<file path="config.mk">
export PLATFORM = sky130hd
export DESIGN_NAME = hub75_rx_flat
export DESIGN_NICKNAME = d
export VERILOG_FILES = /design/src/rtl/hub75_pkg.sv /design/src/rtl/hub75_rx_if.sv /design/src/rtl/hub75_in_sync.sv /design/src/rtl/hub75_rx.sv /design/src/flat_wrapper.sv
export SDC_FILE = /design/constraint.sdc
export NUM_CORES = 1
export LEC_CHECK = 0
export ABC_AREA = 1
export ABC_CLOCK_PERIOD_IN_PS = 15300
export CAP_MARGIN = 30
export CORE_MARGIN = 4
export CORE_UTILIZATION = 55
export CTS_CLUSTER_DIAMETER = 100
export CTS_CLUSTER_SIZE = 28
export DETAILED_ROUTE_END_ITERATION = 8
export GPL_TIMING_DRIVEN = 0
export PLACE_DENSITY_LB_ADDON = 0.2
export SKIP_CTS_REPAIR_TIMING = 1
export SYNTH_ARGS = -nofsm -noshare
export SYNTH_HDL_FRONTEND = slang
export SYNTH_SLANG_ARGS = --single-unit
</file>
<file path="constraint.sdc">
create_clock -name clk -period 15.3 [get_ports clk]
set_clock_uncertainty 0.1 [all_clocks]
set_input_delay 1.53 -clock clk [delete_from_list [all_inputs] [get_ports clk]]
set_output_delay 1.53 -clock clk [all_outputs]
set_load 0.02 [all_outputs]
</file>
<file path="src/rtl/hub75_pkg.sv">
// rtl/hub75_pkg.sv - shared types and defaults for the HUB75 panel-side receiver
package hub75_pkg;
  localparam int COLS_DEF     = 32;
  localparam int ROW_BITS_DEF = 4;

  typedef logic [2:0] rgb3_t;

  typedef struct packed {
    rgb3_t top;
    rgb3_t bot;
  } pix_pair_t;

  typedef enum logic {IDLE, DRAIN} rx_state_t;
endpackage

</file>
<file path="src/rtl/hub75_rx_if.sv">
// rtl/hub75_rx_if.sv - pixel-pair beat stream from the receiver toward a framebuffer or checker
interface hub75_rx_if
  import hub75_pkg::*;
#(
  parameter int COLS     = COLS_DEF,
  parameter int ROW_BITS = ROW_BITS_DEF
);
  localparam int CW = $clog2(COLS);

  logic                pix_valid;
  logic                pix_ready;
  logic [ROW_BITS-1:0] pix_row;
  logic [CW-1:0]       pix_col;
  rgb3_t               pix_top;
  rgb3_t               pix_bot;

  modport master (output pix_valid, pix_row, pix_col, pix_top, pix_bot, input pix_ready);
  modport slave  (input pix_valid, pix_row, pix_col, pix_top, pix_bot, output pix_ready);
endinterface

</file>
<file path="src/rtl/hub75_in_sync.sv">
// rtl/hub75_in_sync.sv - synchronizer bank, one-flop data delay and led_clk/lat edge detect
module hub75_in_sync
  import hub75_pkg::*;
#(
  parameter int ROW_BITS    = ROW_BITS_DEF,
  parameter int SAMPLE_EDGE = 0,
  parameter int SYNC_STAGES = 2
) (
  input  logic                clk,
  input  logic                reset,
  input  logic                i_led_clk,
  input  logic                i_lat,
  input  rgb3_t               i_rgb_top,
  input  rgb3_t               i_rgb_bot,
  input  logic [ROW_BITS-1:0] i_row_addr,
  output logic                o_shift_stb,
  output logic                o_lat_stb,
  output pix_pair_t           o_data,
  output logic [ROW_BITS-1:0] o_row_addr
);
  localparam int W = 8 + ROW_BITS;

  logic [W-1:0] r_sync [SYNC_STAGES];
  logic [W-1:0] r_dly;
  logic [W-1:0] w_in;
  logic         w_clk_cur;
  logic         w_clk_prev;
  logic         w_lat_cur;
  logic         w_lat_prev;

  assign w_in = {i_led_clk, i_lat, i_rgb_top, i_rgb_bot, i_row_addr};

  // Every input gets the same chain; the extra flop doubles as the edge-detect history
  always_ff @(posedge clk or posedge reset) begin
    if (reset) begin
      for (int i = 0; i < SYNC_STAGES; i++) r_sync[i] <= '0;
      r_dly <= '0;
    end else begin
      r_sync[0] <= w_in;
      for (int i = 1; i < SYNC_STAGES; i++) r_sync[i] <= r_sync[i-1];
      r_dly <= r_sync[SYNC_STAGES-1];
    end
  end

  assign w_clk_cur  = r_sync[SYNC_STAGES-1][W-1];
  assign w_lat_cur  = r_sync[SYNC_STAGES-1][W-2];
  assign w_clk_prev = r_dly[W-1];
  assign w_lat_prev = r_dly[W-2];

  assign o_shift_stb = (SAMPLE_EDGE != 0) ? (~w_clk_cur & w_clk_prev) : (w_clk_cur & ~w_clk_prev);
  assign o_lat_stb   = w_lat_cur & ~w_lat_prev;
  assign o_data      = r_dly[W-3:ROW_BITS];
  assign o_row_addr  = r_dly[ROW_BITS-1:0];
endmodule

</file>
<file path="src/rtl/hub75_rx.sv">
// rtl/hub75_rx.sv - HUB75 panel-side receiver: rebuilds shifted rows and replays them as pixel-pair beats
module hub75_rx
  import hub75_pkg::*;
#(
  parameter int COLS        = COLS_DEF,
  parameter int ROW_BITS    = ROW_BITS_DEF,
  parameter int SAMPLE_EDGE = 0,
  parameter int SYNC_STAGES = 2
) (
  input  logic                clk,
  input  logic                reset,
  input  logic                i_led_clk_in,
  input  rgb3_t               i_rgb_top,
  input  rgb3_t               i_rgb_bot,
  input  logic [ROW_BITS-1:0] i_row_addr_in,
  input  logic                i_lat_in,
  hub75_rx_if.master          pix,
  output logic                o_row_done,
  output logic                o_frame_done,
  output logic                o_col_err,
  output logic                o_overrun
);
  localparam int CW = $clog2(COLS);
  localparam int NW = $clog2(2 * COLS);

  logic                w_shift_stb;
  logic                w_lat_stb;
  pix_pair_t           w_data;
  logic [ROW_BITS-1:0] w_addr;

  pix_pair_t           r_sr  [COLS];
  pix_pair_t           r_buf [COLS];
  pix_pair_t           w_sr_next [COLS];
  logic [NW-1:0]       r_cnt;
  logic [NW-1:0]       w_cnt_next;
  rx_state_t           r_state;
  logic                r_valid;
  logic [CW-1:0]       r_col;
  logic [ROW_BITS-1:0] r_row;

  hub75_in_sync #(
    .ROW_BITS   (ROW_BITS),
    .SAMPLE_EDGE(SAMPLE_EDGE),
    .SYNC_STAGES(SYNC_STAGES)
  ) u_sync (
    .clk        (clk),
    .reset      (reset),
    .i_led_clk  (i_led_clk_in),
    .i_lat      (i_lat_in),
    .i_rgb_top  (i_rgb_top),
    .i_rgb_bot  (i_rgb_bot),
    .i_row_addr (i_row_addr_in),
    .o_shift_stb(w_shift_stb),
    .o_lat_stb  (w_lat_stb),
    .o_data     (w_data),
    .o_row_addr (w_addr)
  );

  // Index 0 holds the last-shifted datum, so index == panel column
  always_comb begin
    w_sr_next  = r_sr;
    w_cnt_next = r_cnt;
    if (w_shift_stb) begin
      for (int j = COLS - 1; j > 0; j--) w_sr_next[j] = r_sr[j-1];
      w_sr_next[0] = w_data;
      if (r_cnt != NW'(2 * COLS - 1)) w_cnt_next = r_cnt + 1'b1;
    end
  end

  always_ff @(posedge clk or posedge reset) begin
    if (reset) begin
      for (int j = 0; j < COLS; j++) begin
        r_sr[j]  <= '0;
        r_buf[j] <= '0;
      end
      r_cnt        <= '0;
      r_state      <= IDLE;
      r_valid      <= 1'b0;
      r_col        <= '0;
      r_row        <= '0;
      o_row_done   <= 1'b0;
      o_frame_done <= 1'b0;
      o_col_err    <= 1'b0;
      o_overrun    <= 1'b0;
    end else begin
      r_sr         <= w_sr_next;
      r_cnt        <= w_lat_stb ? '0 : w_cnt_next;
      o_row_done   <= 1'b0;
      o_frame_done <= 1'b0;
      case (r_state)
        IDLE: begin
          if (w_lat_stb) begin
            r_buf   <= w_sr_next;
            r_row   <= w_addr;
            r_col   <= '0;
            r_valid <= 1'b1;
            r_state <= DRAIN;
            if (w_cnt_next != NW'(COLS)) o_col_err <= 1'b1;
          end
        end
        DRAIN: begin
          // A latch here drops the incoming row; the current drain is untouched
          if (w_lat_stb) o_overrun <= 1'b1;
          if (pix.pix_ready) begin
            if (r_col == CW'(COLS - 1)) begin
              r_valid      <= 1'b0;
              r_state      <= IDLE;
              o_row_done   <= 1'b1;
              o_frame_done <= (r_row == '1);
            end else begin
              r_col <= r_col + 1'b1;
            end
          end
        end
        default: r_state <= IDLE;
      endcase
    end
  end

  assign pix.pix_valid = r_valid;
  assign pix.pix_row   = r_row;
  assign pix.pix_col   = r_col;
  assign pix.pix_top   = r_buf[r_col].top;
  assign pix.pix_bot   = r_buf[r_col].bot;
endmodule
</file>
<file path="src/flat_wrapper.sv">
// flat-port wrapper written by rule: the top's interface ports become plain ports
module hub75_rx_flat import hub75_pkg::*;
#(
  parameter int COLS        = COLS_DEF,
  parameter int ROW_BITS    = ROW_BITS_DEF,
  parameter int SAMPLE_EDGE = 0,
  parameter int SYNC_STAGES = 2
)
  (clk, reset, i_led_clk_in, i_rgb_top, i_rgb_bot, i_row_addr_in, i_lat_in, o_row_done, o_frame_done, o_col_err, o_overrun, pix_pix_valid, pix_pix_row, pix_pix_col, pix_pix_top, pix_pix_bot, pix_pix_ready);
  hub75_rx_if #(.COLS(COLS), .ROW_BITS(ROW_BITS)) pix_i ();
  input  logic clk;
  input  logic reset;
  input  logic i_led_clk_in;
  input  rgb3_t i_rgb_top;
  input  rgb3_t i_rgb_bot;
  input  logic [ROW_BITS-1:0] i_row_addr_in;
  input  logic i_lat_in;
  output logic o_row_done;
  output logic o_frame_done;
  output logic o_col_err;
  output logic o_overrun;
  output wire logic [$bits(pix_i.pix_valid)-1:0] pix_pix_valid;
  output wire logic [$bits(pix_i.pix_row)-1:0] pix_pix_row;
  output wire logic [$bits(pix_i.pix_col)-1:0] pix_pix_col;
  output wire logic [$bits(pix_i.pix_top)-1:0] pix_pix_top;
  output wire logic [$bits(pix_i.pix_bot)-1:0] pix_pix_bot;
  input wire logic [$bits(pix_i.pix_ready)-1:0] pix_pix_ready;
  assign pix_pix_valid = pix_i.pix_valid;
  assign pix_pix_row = pix_i.pix_row;
  assign pix_pix_col = pix_i.pix_col;
  assign pix_pix_top = pix_i.pix_top;
  assign pix_pix_bot = pix_i.pix_bot;
  assign pix_i.pix_ready = pix_pix_ready;
  hub75_rx #(.COLS(COLS), .ROW_BITS(ROW_BITS), .SAMPLE_EDGE(SAMPLE_EDGE), .SYNC_STAGES(SYNC_STAGES)) u_core (.clk(clk), .reset(reset), .i_led_clk_in(i_led_clk_in), .i_rgb_top(i_rgb_top), .i_rgb_bot(i_rgb_bot), .i_row_addr_in(i_row_addr_in), .i_lat_in(i_lat_in), .pix(pix_i), .o_row_done(o_row_done), .o_frame_done(o_frame_done), .o_col_err(o_col_err), .o_overrun(o_overrun));
endmodule
</file>
Yosys cells after proc, flatten, opt, wreduce, memory -nomap -nowiden:

Index checks and enable logic that the tools add are counted.

* word-level logic and storage cells: 187
* register bits: 441

* bitwise logic cells: 6
* magnitude comparators: 1
* reductions and logical operators: 5
* add/subtract/negate cells: 2
* equal/unequal tests: 8
* multiplexer cells: 25

Operators with widths (count)
* $mux 192: 1
* $bmux 6 s5: 1
* $mux 6: 5
* $mux 5: 3
* $mux 1: 12
* $ne 6x6->1 const B: 2
* $pmux 5 s2: 1
* $reduce_and 3->1: 3
* $add 6x1->6 const B: 1
* $ge 6x6->1 const B: 1
* $ne 2x2->1 const B: 3
* $not 5->6: 1
* $add 5x1->5 const B: 1
* $eq 5x5->1 const B: 1
* $eq 4x4->1 const B: 1
* $pmux 1 s2: 2
* $reduce_and 2->1: 2
* $not 1->1: 3
* $and 1x1->1: 2
* $ne 2x1->1 const B: 1

Longest topological paths before layout:

Gate-level depths: netlist (run 1).

* word-level depth: 5
* mapped depth: 11
* gate-level depth less buffers: 11

Hierarchy:

Synthesis (run 1) repeated with hierarchy kept, for this count alone.

* cells, all modules: 2093
* area total of the unflattened synthesis: 18205.0 um2

Modules (own cells, without submodules)
* hub75_rx: area each 17205.3 um2, cells each 2042, times used 1
* hub75_in_sync: area each 999.7 um2, cells each 51, times used 1

Worst setup path before layout (run 1):

OpenSTA, ideal clock, no wires.

* kind: register -> output
* from: reg u_core.r_col[0], in the netlist u_core.pix.pix_col[0]
* to: out pix_pix_bot[1]
* path buffers: 3
* data arrival time: 1.564 ns
* path slack: 12.106 ns
* cell stages (with the launch flop): 11
* cell sequence: dfrtp_1 -> buf_6 -> buf_8 -> buf_6 -> a21oi_2 -> o21ai_1 -> nand3_1 -> nand2_1 -> nor2_1 -> nor2_1 -> nor2_1

* cells in the longest elaborated chain, start to end: 4

Ends and longest elaborated chain
* from (decl): RTL line hub75_rx.sv:38 `logic [CW-1:0] r_col;`
* from (signal assigned): RTL line hub75_rx.sv:111 `r_col <= r_col + 1'b1;`
* $not 5->6 (implied by the code): RTL line hub75_rx.sv:124 `assign pix.pix_bot = r_buf[r_col].bot;`
* $bmux 6 s5: RTL line hub75_rx.sv:124
* $mux 6 (2 in a row)
* to (decl): RTL line flat_wrapper.sv:26 `output wire logic [$bits(pix_i.pix_bot)-1:0] pix_pix_bot;`

No other way between the ends. The select of a mux whose other input is x is not followed.

Worst setup path in the final report (run 1):

* from: reg u_core.r_col[1], in the netlist u_core.pix.pix_col[1]
* to: out pix_pix_top[0]

* cells in the longest elaborated chain, start to end: 4

Ends and longest elaborated chain
* $not 5->6 (implied by the code): RTL line hub75_rx.sv:123 `assign pix.pix_top = r_buf[r_col].top;`
* $bmux 6 s5: RTL line hub75_rx.sv:123
* $mux 6 (implied by the code) (2 in a row): RTL line hub75_rx.sv:123
* to (decl): RTL line flat_wrapper.sv:25 `output wire logic [$bits(pix_i.pix_top)-1:0] pix_pix_top;`

No other way between the ends. The select of a mux whose other input is x is not followed.

==> flow_metrics.py, run 1 <==
metrics = {
    "route": {
        "wl_per_cell_um": 20.1,
        "drt-total-wl_um": 51400,
        "antenna_left": 0,
        "vias": 14331,
        "drcViolationCount": 0,
        "dr.pass1.iters": 6,
        "viasPerCell": 5.60,
        "drt_iter0_drc": 1614,
    },
    "timing": {
        "setup_viol": 0,
        "hold_viol_final": 0,
        "min_period_ns": 5.07,
        "rsz0062_at_grt": "no",
        "worst_slew_pin_slew_ns": 0.773,
        "max_freq_mhz": 197,
        "post-route-period-util": 0.332,
        "slew_violations": 0,
        "slew_headroom": 0.485,
        "timing.hold.ws_ns": 0.255,
    },
    "worst_hold_path": {
        "hold_path_class": "register to register",
        "min_path_cells": 0,
    },
    "cts": {
        "cts_htree_levels": 1,
        "cts_buffers": 19,
        "clockBufferDepth": 3,
        "cts.clk_slew.worst_paths_ns": 0.11,
        "cts_root_buffer": "clkbuf_16",
        "clock_latency_ns": 0.55,
        "cts_tree": "built",
        "clock-sinks": 441,
    },
    "synthesis": {
        "syn_nets": 2076,
        "syn_inst": 2058,
        "ys_types": 27,
        "synth_warnings": 0,
        "avgSynthCellArea_um2": 8.88,
        "synth_area_um2": 18300,
        "synth.yosys.seq_area_share": 0.604,
        "ys_ff_latch": 441,
    },
    "critical_path": {
        "cp_common_cell": "nand2_1",
        "crit_fanout": 10,
        "cp.depth": 10,
        "cp.required_ns": 13.67,
        "cpPeakStageDelay_ns": 0.61,
        "crit_slowest_cell": "clkbuf_1",
        "crit_buf_inv": 4,
        "crit_chain": "inv_1 > clkbuf_1 > nand3_1 > nand3_1 > nand2_1 > nor2_1 > nand2_1 > nand2_1 > inv_1 > clkdlybuf4s50_1",
        "crit_family": "buffers and inverters",
        "cp-end-kind": "output pin",
        "cp.arrival_ns": 3.44,
        "start_kind": "register",
        "path_class": "register to output pin",
        "worstRegToRegCells": 6,
    },
    "floorplan": {
        "ios": 35,
        "die_h_um": 190,
        "rows": 66,
        "core_um2": 32600,
        "die_area_um2": 36200,
        "dieWidth_um": 190,
        "initial_core_util": 0.560,
    },
    "global_route": {
        "grt_pass1_vias": 13990,
        "met1_usage": 0.417,
        "overflow": 0,
        "antenna_found_initial": 1,
        "grt_busiest_layer": "met2",
        "grt_pass1_wl_um": 81100,
        "met3_usage": 0.0562,
        "met2_usage": 0.448,
        "grtUsageTotal": 0.289,
        "grt_max_degree": 137,
    },
    "finish": {
        "area_growth_pct": 8.08,
        "layout.cells.most_common": "nand2_1",
        "nNetsFinal": 2134,
        "drive_gt1_frac": 0.0742,
        "final_cell_mix": "nand2_1, dfrtp_1, inv_1",
        "antenna_cells": 0,
        "final_cell_area_um2": 19700,
    },
    "pwr": {
        "comb_power_share": 0.336,
        "clockPowerShare": 0.199,
        "intPower_mw": 1.82,
        "ir_worst_vdd_mv": 0.141,
        "leakage_nw": 9.53,
        "swShare": 0.378,
        "p_seq_frac": 0.464,
        "power_density_nw_per_um2": 149,
        "power.switching_mw": 1.11,
    },
    "place": {
        "hpwl_um": 35000,
        "gp_congestion": 0.926,
        "postPlaceCellArea_um2": 19200,
        "port_buffers": 34,
    },
    "outcome": {
        "status": "finished clean",
    },
    "run": {
        "cap_violations": 0,
    },
}
routing by layer:
metal / wire [µm] / up-vias / share of wire
li1: - / 6582 / -
met1: 21700 / 6991 / 0.42
met2: 23300 / 627 / 0.45
met3: 4420 / 129 / 0.086
met4: 1980 / 2 / 0.038
met5: 13 / - / 0.00025
cell usage after synthesis, drive strengths merged:
cell type,n,area share
nand2,746,0.15
dfrtp,441,0.60
o21ai,332,0.095
inv,214,0.044
buf,103,0.038
nand3,64,0.018
a21oi,62,0.018
o211ai,38,0.016
nor2,30,0.0066
clkbuf,18,0.0041
nor3,4,0.0011
ha,3,0.0021
nand4,2,0.00068
a21o,1,0.00041
sequential cells by signal (all words and copies together) (netlist names):
| name | flops |
|---|---|
| u_core.o_overrun | 1 |
| u_core.r_cnt | 6 |
| u_core.o_col_err | 1 |
| u_core.u_sync.r_sync | 24 |
| u_core.pix.pix_row | 4 |
| u_core.o_frame_done | 1 |
| u_core.o_row_done | 1 |
| u_core.r_buf | 192 |
| u_core.r_sr | 192 |
| u_core.u_sync.r_dly | 12 |
| u_core.pix.pix_valid | 1 |
| u_core.pix.pix_col | 5 |
| u_core.r_state | 1 |
power by group through the flow:
stage | Sequential (mW) | Combinational (mW) | Clock, mW
2_1_floorplan | 1.38 | 0.571 | 0
3_3_place_gp | 1.38 | 0.943 | 0
3_5_place_dp | 1.38 | 0.959 | 0
4_1_cts | 1.36 | 0.965 | 0.594
5_1_grt | 1.37 | 1.06 | 0.635
6_report | 1.36 | 0.986 | 0.585
area by class of cell:
cell class,instances,area (µm²)
clock inverter,2,17.5
clock buffer,19,475
buffer,121,761
inverter,214,813
sequential,441,11000
tap,442,553
fill,2913,12900
multi-input combinational,1282,5660
timing repair buffer,37,423
metrics by stage:
step	utilization	setup TNS [ns]	total power [mW]	setup WS (ns)	cells
after floorplan	-	0	1.95	1.38	2058
after global placement	0.587	-1529.51	2.32	-3.51	2534
after detailed placement	0.590	0	2.34	10.89	2537
after CTS	0.605	0	2.92	10.28	2558
after global routing	0.605	0	3.07	10.09	2558
final	0.605	0	2.93	10.23	2558
final timing paths:
kind                            slack, ns                     start                      end
worst min-delay path                 0.25  u_core.u_sync.r_sync[15]  u_core.u_sync.r_sync[3]
worst max-delay path                10.23     u_core.pix.pix_col[1]           pix_pix_top[0]
min in group asynchronous            1.40                     reset          u_core.r_sr[27]
worst max register to register      13.23   u_core.u_sync.r_dly[10]        u_core.r_buf[152]
worst min register to register       0.25  u_core.u_sync.r_sync[15]  u_core.u_sync.r_sync[3]
max in group asynchronous           12.27                     reset          u_core.r_sr[75]
worst reg2reg max path: stages, from the launching register on:
cell and delay (ns):
dfrtp_1 0.41, nor2_4 0.26, nand2_2 0.24, inv_2 0.16, buf_2 0.34, buf_2 0.32, o21ai_0 0.15
cells by family after synthesis:
logic type | count (synthesis) | share of synthesized area
compound gates | 433 | 0.128
fa+ha+maj | 3 | 0.00206
simple gates | 846 | 0.180
flops | 441 | 0.604
buf+inv | 335 | 0.0858
Note: power is estimated with default switching activity, not from simulation.
==> inputs of run 2 (changes only) <==
Settings changed: ABC_CLOCK_PERIOD_IN_PS 15300 to 5240.
Clock period 15.3 ns to 5.24 ns, I/O delays scaled along.
==> run 2 against run 1 <==
  * Non-clock buffer count rose by 8
  * Final area rose by 0.70%
  * Clock power rose to 2.9 times the previous value
  * Routed wire length rose by 0.18%
  * Clock-buffer cell count rose by 1
  * Setup slack got worse by 9.1 ns
  * Sequential share of layout area fell by 0.39 points
  * Via count rose by 0.71%
  * Cell count rose by 0.35%
  * Sequential power rose to 2.9 times the previous value
  * Critical path type unchanged
  * Largest cell class unchanged
  * Largest power group unchanged
==> flow_metrics.py, run 2 (same netlist as run 1, synthesis figures left out) <==
metrics = {
    "route": {
        "viasPerCell": 5.62,
        "antenna_left": 0,
        "drcViolationCount": 0,
        "wl_per_cell_um": 20.1,
        "drt_iter0_drc": 1618,
        "vias": 14433,
        "drt-total-wl_um": 51500,
        "dr.pass1.iters": 6,
    },
    "cts": {
        "cts_buffers": 19,
        "cts_root_buffer": "clkbuf_16",
        "clock-sinks": 441,
        "cts_tree": "built",
        "clock_latency_ns": 0.55,
        "clockBufferDepth": 3,
        "cts_htree_levels": 1,
        "cts.clk_slew.worst_paths_ns": 0.12,
    },
    "timing": {
        "slew_violations": 0,
        "worst_slew_pin_slew_ns": 0.862,
        "min_period_ns": 4.13,
        "post-route-period-util": 0.787,
        "setup_viol": 0,
        "timing.hold.ws_ns": 0.255,
        "hold_viol_final": 0,
        "rsz0062_at_grt": "no",
        "slew_headroom": 0.424,
        "max_freq_mhz": 242,
        "setup_ws_ns": 1.11,
    },
    "floorplan": {
        "ios": 35,
        "rows": 66,
        "core_um2": 32600,
        "die_h_um": 190,
        "dieWidth_um": 190,
        "die_area_um2": 36200,
        "initial_core_util": 0.560,
    },
    "pwr": {
        "power.switching_mw": 3.21,
        "power_density_nw_per_um2": 430,
        "comb_power_share": 0.336,
        "finalPower_mw": 8.56,
        "leakage_nw": 9.60,
        "swShare": 0.376,
        "clockPowerShare": 0.200,
        "p_seq_frac": 0.464,
        "intPower_mw": 5.34,
        "ir_worst_vdd_mv": 0.301,
    },
    "outcome": {
        "status": "finished clean",
    },
    "finish": {
        "final_cell_count_no_fill": 2567,
        "top_regs": "u_core.r_buf: 192 flops, u_core.r_sr: 192 flops, u_core.u_sync.r_sync: 24 flops",
        "drive_gt1_frac": 0.0776,
        "final_cell_mix": "nand2_1, dfrtp_1, inv_1",
        "antenna_cells": 0,
        "layout.cells.most_common": "nand2_1",
        "area_growth_pct": 8.84,
        "nNetsFinal": 2142,
    },
    "place": {
        "dp.cells": 2545,
        "hpwl_um": 35900,
        "port_buffers": 34,
        "gp_congestion": 0.934,
        "preCtsSetupSlack_ns": 1.80,
    },
    "global_route": {
        "antenna_found_initial": 0,
        "grt_pass1_vias": 14049,
        "grtUsageTotal": 0.290,
        "overflow": 0,
        "grt_pass1_wl_um": 81400,
        "grt_max_degree": 44,
    },
    "critical_path": {
        "cp.required_ns": 4.62,
        "cp-end-kind": "output pin",
        "r2r_slack_ns": 3.21,
        "start_kind": "register",
        "path_class": "register to output pin",
        "reg2reg_from": "u_core.u_sync.r_dly[10]",
        "crit_fanout": 10,
        "cp.arrival_ns": 3.50,
        "worstRegToRegCells": 6,
        "reg2reg_to": "u_core.r_buf[182]",
    },
    "run": {
        "cap_violations": 0,
    },
    "worst_hold_path": {
        "hold_path_end": "u_core.u_sync.r_dly[3]",
        "hold_path_class": "register to register",
        "min_path_cells": 0,
        "hold_path_startpoint": "u_core.u_sync.r_sync[3]",
    },
}
==> run 2: worst max-delay path, cell delays in order, from the launching register on <==
cell             delay (ns)
dfrtp_1                0.49
inv_1                  0.26
clkbuf_1               0.62
nand3_1                0.22
nand3_1                0.14
nand2_1                0.06
nor2_1                 0.25
nand2_1                0.19
nand2_1                0.14
inv_1                  0.04
clkdlybuf4s50_1        0.53
==> run 2: worst max path at each step <==
stage                                      from                       end  slack, ns  cells past startpoint
after floorplan                           reset          u_core.o_col_err      -1.34                      1
after global placement                    reset  u_core.u_sync.r_sync[16]      -4.06                      2
after detailed placement  u_core.pix.pix_col[2]            pix_pix_top[1]       1.80                      9
after CTS                 u_core.pix.pix_col[2]            pix_pix_top[1]       1.19                      9
after global routing      u_core.pix.pix_col[1]            pix_pix_top[1]       1.03                     10
final                     u_core.pix.pix_col[1]            pix_pix_top[1]       1.11                     10
==> run 2: stage by stage <==
step                      utilization  area, µm²  TNS [ns]
after floorplan                     -      18300   -592.37
after global placement          0.587      19200  -1768.86
after detailed placement        0.594      19400         0
after CTS                       0.609      19900         0
after global routing            0.609      19900         0
final                           0.609      19900         0
==> run 2: cell type report <==
type	instances	area, µm²
timing repair buffer	45	561
clock inverter	2	17.5
multi-input combinational	1282	5660
clock buffer	20	479
tap	442	553
inverter	214	810
buffer	121	761
sequential	441	11000
fill	2875	12700
==> run 2: power by group through the flow <==
stage	combinational (mW)	clock (mW)	sequential [mW]
after floorplan	1.67	0	4.03
final	2.88	1.71	3.97
after global placement	2.75	0	4.03
after CTS	2.82	1.73	3.97
after detailed placement	2.81	0	4.03
after global routing	3.10	1.86	4.01
==> run 2: metal layers <==
layer	global-route usage	up-vias	part of all wire
met5	0	-	0
met4	0.0931	0	0.034
met3	0.0443	102	0.080
met2	0.449	621	0.46
met1	0.427	7101	0.43
li1	-	6609	-
==> inputs of run 3 (changes only) <==
Settings changed: ABC_CLOCK_PERIOD_IN_PS 5240 to 3700.
Clock period 5.24 ns to 3.7 ns, I/O delays scaled along.
==> run 3 against run 2 <==
  * Final area increased by 0.14%
  * Sequential power increased by 42%
  * Flip-flop and latch count unchanged
  * Clock power increased by 42%
  * Global-route usage unchanged
  * Non-clock buffer count unchanged
  * Hold slack got worse by 0.11 ns
  * Cell count unchanged
  * Critical path type unchanged
  * Largest power group unchanged
==> flow_metrics.py, run 3 (same netlist as run 1, synthesis figures left out) <==
metrics = {
    "cts": {
        "cts.clk_slew.worst_paths_ns": 0.12,
        "cts_root_buffer": "clkbuf_16",
        "cts_buffers": 19,
        "cts_tree": "built",
        "clock_latency_ns": 0.55,
        "cts_htree_levels": 1,
        "clock-sinks": 441,
        "clockBufferDepth": 3,
    },
    "route": {
        "vias": 14410,
        "wl_per_cell_um": 20.1,
        "drcViolationCount": 0,
        "wl_met2_um": 23400,
        "maxUsedRoutingLayer": "met4",
        "dr_wl_met3_um": 4020,
        "viasPerCell": 5.61,
        "wl_met1_um": 22300,
        "drt-total-wl_um": 51600,
        "antenna_left": 0,
        "drt_iter0_drc": 1604,
        "dr.pass1.iters": 6,
    },
    "run": {
        "cap_violations": 0,
    },
    "critical_path": {
        "cpPeakStageDelay_ns": 0.67,
        "r2r_slack_ns": 1.61,
        "cp-end-kind": "output pin",
        "crit_fanout": 10,
        "path_class": "register to output pin",
        "start_kind": "register",
        "cp.arrival_ns": 3.20,
        "crit_slowest_cell": "clkdlybuf4s50_1",
        "crit_family": "buffers and inverters",
        "reg2reg_from": "u_core.pix.pix_col[2]",
        "worstRegToRegCells": 10,
        "crit_buf_inv": 3,
        "reg2reg_to": "u_core.pix.pix_col[2]",
        "cp.required_ns": 3.23,
        "crit_chain": "inv_1 > buf_2 > o211ai_1 > nand2_1 > nand2_1 > nand3_1 > nor2_1 > nor2_1 > clkdlybuf4s50_1",
    },
    "finish": {
        "drive_gt1_frac": 0.0795,
        "area_growth_pct": 8.99,
        "nNetsFinal": 2142,
        "final_cell_mix": "nand2_1, dfrtp_1, inv_1",
        "top_regs": "u_core.r_buf: 192 flops, u_core.r_sr: 192 flops, u_core.u_sync.r_sync: 24 flops",
        "final_cell_area_um2": 19900,
        "antenna_cells": 0,
        "layout.cells.most_common": "nand2_1",
    },
    "floorplan": {
        "initial_core_util": 0.560,
        "dieWidth_um": 190,
        "core_um2": 32600,
        "rows": 66,
        "ios": 35,
        "die_area_um2": 36200,
        "die_h_um": 190,
    },
    "pwr": {
        "power.switching_mw": 4.57,
        "leakage_nw": 9.61,
        "intPower_mw": 7.59,
        "power_density_nw_per_um2": 611,
        "comb_power_share": 0.338,
        "clockPowerShare": 0.199,
        "ir_worst_vdd_mv": 0.428,
        "p_seq_frac": 0.463,
        "finalPower_mw": 12.2,
        "swShare": 0.376,
    },
    "global_route": {
        "overflow": 0,
        "grt_max_degree": 44,
        "grt_pass1_vias": 14049,
        "grt_pass1_wl_um": 81400,
        "antenna_found_initial": 0,
        "grtUsageTotal": 0.290,
    },
    "worst_hold_path": {
        "hold_path_class": "primary input to register",
        "hold_path_startpoint": "i_rgb_top[0]",
        "hold_path_end": "u_core.u_sync.r_sync[19]",
        "min_path_cells": 1,
    },
    "timing": {
        "rsz0062_at_grt": "no",
        "hold_viol_final": 0,
        "min_period_ns": 3.67,
        "worst_slew_pin_slew_ns": 0.860,
        "slew_headroom": 0.426,
        "post-route-period-util": 0.991,
        "setup_ws_ns": 0.0335,
        "setup_viol": 0,
        "slew_violations": 0,
        "max_freq_mhz": 273,
    },
    "place": {
        "hpwl_um": 35900,
        "gp_congestion": 0.934,
        "preCtsSetupSlack_ns": 0.413,
        "port_buffers": 34,
        "postPlaceCellArea_um2": 19400,
    },
    "outcome": {
        "status": "finished clean",
    },
}
run 3: cell types whose count changed in the layout (fill, tap and decap cells not counted), sizes merged:
cell,before,now
buf,114,108
clkbuf,38,44
run 3: worst max-delay path by stage:
stage / from / to / slack (ns) / cells after the start
CTS: u_core.pix.pix_col[2] / pix_pix_top[1] / -0.19 / 9
global route: u_core.pix.pix_col[1] / pix_pix_bot[1] / 0.02 / 9
floorplan: reset / u_core.o_col_err / -2.73 / 1
global placement: reset / u_core.u_sync.r_sync[16] / -5.45 / 2
detailed placement: u_core.pix.pix_col[2] / pix_pix_top[1] / 0.41 / 9
finish: u_core.pix.pix_col[1] / pix_pix_bot[1] / 0.03 / 9
run 3: through the flow:
step / hold slack, ns / util / std cells / setup TNS (ns)
2_1_floorplan: 0.231 / - / 2058 / -1203.59
3_3_place_gp: 0.232 / 0.587 / 2534 / -2380.09
3_5_place_dp: 0.235 / 0.594 / 2545 / 0
4_1_cts: 0.130 / 0.609 / 2567 / -0.758
5_1_grt: 0.128 / 0.610 / 2567 / 0
6_report: 0.149 / 0.610 / 2567 / 0
run 3: area by class of cell:
class	count	area, µm²
well taps	442	553
fillers	2875	12700
clock inverters	2	17.5
multi-input cells	1282	5670
clock buffers	20	479
inverters	214	810
flip-flops and latches	441	11000
repair buffers	45	561
plain buffers	121	782
run 3: per-layer routing:
layer	track usage	vias up
li1	-	6607
met1	0.427	7077
met2	0.449	618
met3	0.0443	108
met4	0.0931	0
met5	0	-
run 3: power groups by stage:
stage / combinational (mW) / sequential (mW) / clock [mW]
3_3_place_gp: 3.90 / 5.71 / 0
4_1_cts: 4.00 / 5.62 / 2.45
3_5_place_dp: 3.98 / 5.71 / 0
5_1_grt: 4.43 / 5.67 / 2.63
6_report: 4.11 / 5.63 / 2.42
2_1_floorplan: 2.36 / 5.71 / 0
